===== src/rtl/command_arbiter.sv =====
// Round-robin arbiter that grants one requester at a time access to a shared
// command engine, issues its command word, and waits for completion or timeout.
module command_arbiter #(
  parameter int NREQ    = 4,
  parameter int CW      = 8,
  parameter int TIMEOUT = 1000
) (
  input  logic               clk,
  input  logic               rst,
  input  logic [NREQ-1:0]    req,
  input  logic [NREQ*CW-1:0] cmd_in,
  input  logic               ready_command,
  output logic               start,
  output logic [CW-1:0]      command_1,
  output logic [NREQ-1:0]    grant,
  output logic [NREQ-1:0]    done,
  output logic               timeout_err,
  output logic [1:0]         state_dbg
);

  localparam int PW   = (NREQ > 1) ? $clog2(NREQ) : 1;
  localparam int CNTW = (TIMEOUT > 1) ? $clog2(TIMEOUT) : 1;
  localparam logic [CNTW-1:0] CNT_LAST = CNTW'(TIMEOUT - 1);

  typedef enum logic [1:0] {
    S_IDLE   = 2'd0,
    S_ISSUE  = 2'd1,
    S_WAIT   = 2'd2,
    S_FINISH = 2'd3
  } state_t;

  state_t          state, state_nxt;
  logic [PW-1:0]   ptr, win, sel, ptr_after;
  logic [PW:0]     cand;
  logic [CNTW-1:0] cnt;
  logic [CW-1:0]   cmd_sel;
  logic            found;
  logic            wait_expired;

  // Engine handshake: start is a single-cycle launch strobe while command_1 is
  // stable; ready_command is a completion strobe honoured only in S_WAIT.

  // Round-robin search beginning at ptr, wrapping modulo NREQ.
  always_comb begin
    found = 1'b0;
    sel   = '0;
    cand  = '0;
    for (int i = 0; i < NREQ; i++) begin
      cand = {1'b0, ptr} + (PW+1)'(i);
      if (cand >= (PW+1)'(NREQ)) cand = cand - (PW+1)'(NREQ);
      if (!found && req[cand[PW-1:0]]) begin
        found = 1'b1;
        sel   = cand[PW-1:0];
      end
    end
  end

  always_comb begin
    cmd_sel = '0;
    for (int i = 0; i < NREQ; i++) begin
      if (sel == PW'(i)) cmd_sel = cmd_in[i*CW +: CW];
    end
  end

  assign ptr_after    = (win == PW'(NREQ - 1)) ? '0 : win + PW'(1);
  assign wait_expired = (state == S_WAIT) && !ready_command && (cnt == CNT_LAST);

  always_comb begin
    state_nxt   = state;
    start       = 1'b0;
    done        = '0;
    timeout_err = 1'b0;
    case (state)
      S_IDLE:   if (found) state_nxt = S_ISSUE;
      S_ISSUE: begin
        start     = 1'b1;
        state_nxt = S_WAIT;
      end
      S_WAIT: begin
        if (ready_command) begin
          state_nxt = S_FINISH;
        end else if (wait_expired) begin
          timeout_err = 1'b1;
          state_nxt   = S_IDLE;
        end
      end
      S_FINISH: begin
        done      = grant;
        state_nxt = S_IDLE;
      end
      default:  state_nxt = S_IDLE;
    endcase
  end

  always_ff @(posedge clk or negedge rst) begin
    if (!rst) begin
      state     <= S_IDLE;
      ptr       <= '0;
      win       <= '0;
      cnt       <= '0;
      grant     <= '0;
      command_1 <= '0;
    end else begin
      state <= state_nxt;
      case (state)
        S_IDLE: begin
          if (found) begin
            grant     <= NREQ'(1) << sel;
            win       <= sel;
            command_1 <= cmd_sel;
          end
        end
        S_ISSUE: cnt <= '0;
        S_WAIT: begin
          // Counter stops at its last value rather than wrapping.
          if (!ready_command && cnt != CNT_LAST) cnt <= cnt + CNTW'(1);
          if (wait_expired) begin
            grant <= '0;
            ptr   <= ptr_after;
          end
        end
        S_FINISH: begin
          grant <= '0;
          ptr   <= ptr_after;
        end
        default: ;
      endcase
    end
  end

  assign state_dbg = state;

endmodule


===== config.mk =====
export PLATFORM = sky130hd
export DESIGN_NAME = command_arbiter
export DESIGN_NICKNAME = d
export VERILOG_FILES = /design/src/rtl/command_arbiter.sv
export SDC_FILE = /design/constraint.sdc
export NUM_CORES = 1
export LEC_CHECK = 0
export CAP_MARGIN = 20
export CORE_UTILIZATION = 49
export CTS_CLUSTER_DIAMETER = 120
export CTS_CLUSTER_SIZE = 12
export DETAILED_ROUTE_END_ITERATION = 10
export PLACE_DENSITY = 0.83
export SYNTH_ARGS = -nofsm -noshare
export SYNTH_HDL_FRONTEND = slang
export SYNTH_SLANG_ARGS = --single-unit

===== constraint.sdc =====
create_clock -name clk -period 2.7 [get_ports clk]
set_input_delay 0.675 -clock clk [delete_from_list [all_inputs] [get_ports clk]]
set_output_delay 0.675 -clock clk [all_outputs]
set_load 0.05 [all_outputs]

==> results.cfg <==
[status]
status = finished, final reports clean

[synthesis]
synth_top_area_share = 0.412
synth_area_leader_cell = dfrtp_1
synth-main-ff-cell = dfrtp_1
synth-xor-area-share = 0.0155
synth_edf_count = 0
syn_area_per_cell_um2 = 9.34
ys_ff_latch = 28
synth_top_family_by_area = simple AND/OR/NAND/NOR gates
netlist_instances = 182
synth_cell_types = 40
synth_area_leaders = dfrtp_1 (41%), mux2i_1 (5.9%), o31ai_1 (5.3%)
synthAdderAreaFrac = 0.0147
yosysWarningCount = 0
syn_area_um2 = 1700
synthMuxAreaShare = 0.0722
synth_compound_area_frac = 0.222
seq_area_frac_synth = 0.412
synthSimpleGateAreaFrac = 0.230
async_reset_ff_frac = 1.00
synth_nets = 223

[clocking]
cts-buffers-inserted = 3
htreeDepth = 1
clkTransAtPathRegs_ps = 150
clock-root-buffer = clkbuf_4
cts_sinks = 28
cts_buffer_depth = 2
insertion_delay_ps = 330
cts_tree = built
hold_buffers = 0

[finish]
fin_area_um2 = 2420
regArea_um2 = 703
instances_no_fill = 289
syn2layout_area_growth_pct = 42.3
multi_input_area_um2 = 960
fin_nets = 286
layout-drive-gt1-share = 0.140
nFillCells = 277
diodes = 0

[grt]
grt_start_max_net_pins = 29
use_met3 = 0.0640
grt-busiest-layer = met2
grt_pass1_vias = 1542
grt_pass1_wl_mm = 6.98
track_usage = 0.259
gr-usage-met2 = 0.381
use_met1 = 0.374
grt-ovfl-total = 0
antenna_found_initial = 0

[hold_path]
hold_path.class = register to register
holdPathEnd = ptr[0]$_DFFE_PN0P_
hold_depth = 1
min_from = win[0]$_DFFE_PN0P_

[route]
vias_per_cell = 5.72
drt_wl_total_mm = 4.30
drc = 0
routedWlPerCell_um = 14.9
dr.pass1.iters = 4
drtIter0Drc = 76
drt.antenna.violating_nets = 0
vias = 1654

[floorplan]
ios = 59
initial_core_util = 0.509
rows = 21
die_w_um = 60.9
die_area_um2 = 3710
core_area_um2 = 3340
die_h_um = 60.9

[critical_path]
worstSetupStartpointType = register
worstReg2RegEnd = cnt[3]$_DFFE_PN0P_
cp.required_ps = 2030
rr_startpoint = cnt[4]$_DFFE_PN0P_
criticalPathCategory = register to primary output
r2r.worst_path.cells = 6
worstPathArrival_ps = 1930
setup.worst_path.end_class = primary output
worstSetupStartpoint = cnt[4]$_DFFE_PN0P_
rrSetupSlack_ps = 690
cp_max_fo = 6

[sta]
fin_setup_tns_ps = 0
drv_slew = 0
slew_headroom = 0.651
hold_violations = 0
fin_crit_ps = 2600
max_slew.worst_pin.slew_ps = 522
fmax_mhz = 384
finalSetupViolations = 0
skew_ps = 6.32
fin_crit_sh = 0.964
whs_ps = 508

[power_and_ir_drop]
p_sw_mw = 1.11
pwr-share-comb = 0.612
switching_share = 0.497
clockPowerShare = 0.079
p_leak_nw = 0.988
internal_power_mw = 1.12
peakVddDrop_mv = 0.523
p_per_area_nw_per_um2 = 919
p_seq_frac = 0.309

[placed_design]
dpl_cell_area_um2 = 2360
place.gp.congestion = 0.878
dp.cells = 282
numPortBuffers = 58
hpwl_mm = 3.24

[job]
max-cap-violations = 0
==> critical path, stage by stage, from the launching register on <==
cell,delay (ps)
dfrtp_2,470
or3b_4,400
or3_4,410
nor3_4,150
buf_12,160
==> per-layer routing <==
layer  up-vias  part of all wire
li1        814                 -
met1       761              0.48
met2        69              0.45
met3        10             0.058
met4         0             0.018
met5         -                 0
==> area by class of cell <==
| type | instances | share of cell area |
|---|---|---|
| multi-input combinational | 141 | 0.397 |
| tap | 46 | 0.0238 |
| timing repair buffer | 68 | 0.274 |
| inverter | 3 | 0.00466 |
| sequential | 28 | 0.291 |
| clock buffer | 3 | 0.00932 |
==> what timing repair did <==
action / 4_1_cts / 5_1_grt
resized for setup: 2 / 1
buffers inserted: 0 / 4
endpoints found under the setup margin: 1 / 1
pin swaps: 0 / 3
==> per-stage QoR <==
stage / power, mW / setup slack [ps] / utilization
floorplan: 1.60 / 172 / -
global placement: 2.03 / 231 / 0.706
detailed placement: 2.05 / 143 / 0.706
CTS: 2.22 / 27.8 / 0.715
global route: 2.39 / -7.81 / 0.724
finish: 2.22 / 97.9 / 0.724
==> power by group through the flow <==
| stage | clock, mW | sequential (mW) | combinational (mW) |
|---|---|---|---|
| after floorplan | 0 | 0.963 | 0.638 |
| after global placement | 0 | 0.696 | 1.33 |
| after detailed placement | 0 | 0.693 | 1.35 |
| after CTS | 0.177 | 0.687 | 1.36 |
| after global routing | 0.201 | 0.709 | 1.48 |
| final | 0.175 | 0.687 | 1.36 |
==> worst max-delay path by stage <==
stage / end / slack, ps
final: timeout_err / 100
after global routing: timeout_err / -8
after CTS: timeout_err / 30
after detailed placement: command_1[4]$_DFFE_PN0P_ / 140
after global placement: command_1[7]$_DFFE_PN0P_ / 230
after floorplan: timeout_err / 170
==> placed cells by master (no fill, tap or decap), types with 7 or more instances in the layout <==
| cell type | Yosys | routed |
|---|---|---|
| a211o_1 | 8 | 8 |
| buf_4 | 0 | 11 |
| clkdlybuf4s50_1 | 0 | 56 |
| dfrtp_1 | 28 | 26 |
| mux2i_1 | 10 | 10 |
| nand2_1 | 20 | 20 |
| nand3_1 | 7 | 7 |
| nand4_1 | 10 | 10 |
| nor2_1 | 11 | 11 |
| o211ai_1 | 8 | 8 |
| o31ai_1 | 12 | 12 |
==> logic make-up (layout without fill, tap and decap cells) <==
logic type	after synthesis	count (layout)
simple gates	74	74
compound gates	50	50
flops	28	28
buf+inv	13	74
mux	12	12
xor+xnor	3	3
fa+ha+maj	2	2
==> cell usage after synthesis (3+ instances only) <==
cell	count
nor4_1	3
nand2b_1	4
and3_1	4
dfrtp_1	28
nand4_1	10
or4_1	3
buf_2	5
o21ai_0	5
a211o_1	8
clkbuf_1	4
o31ai_1	12
nand2_1	20
o211ai_1	8
or2_2	3
mux2i_1	10
nor3_1	3
nor2_1	11
a21oi_1	6
nand3_1	7
==> sequential cells by signal (all words and copies together), names as in the netlist <==
signal / cells
cnt: 10
command_1: 8
grant: 4
ptr: 2
state_dbg: 2
win: 2
(Power assumes the default switching activity.)
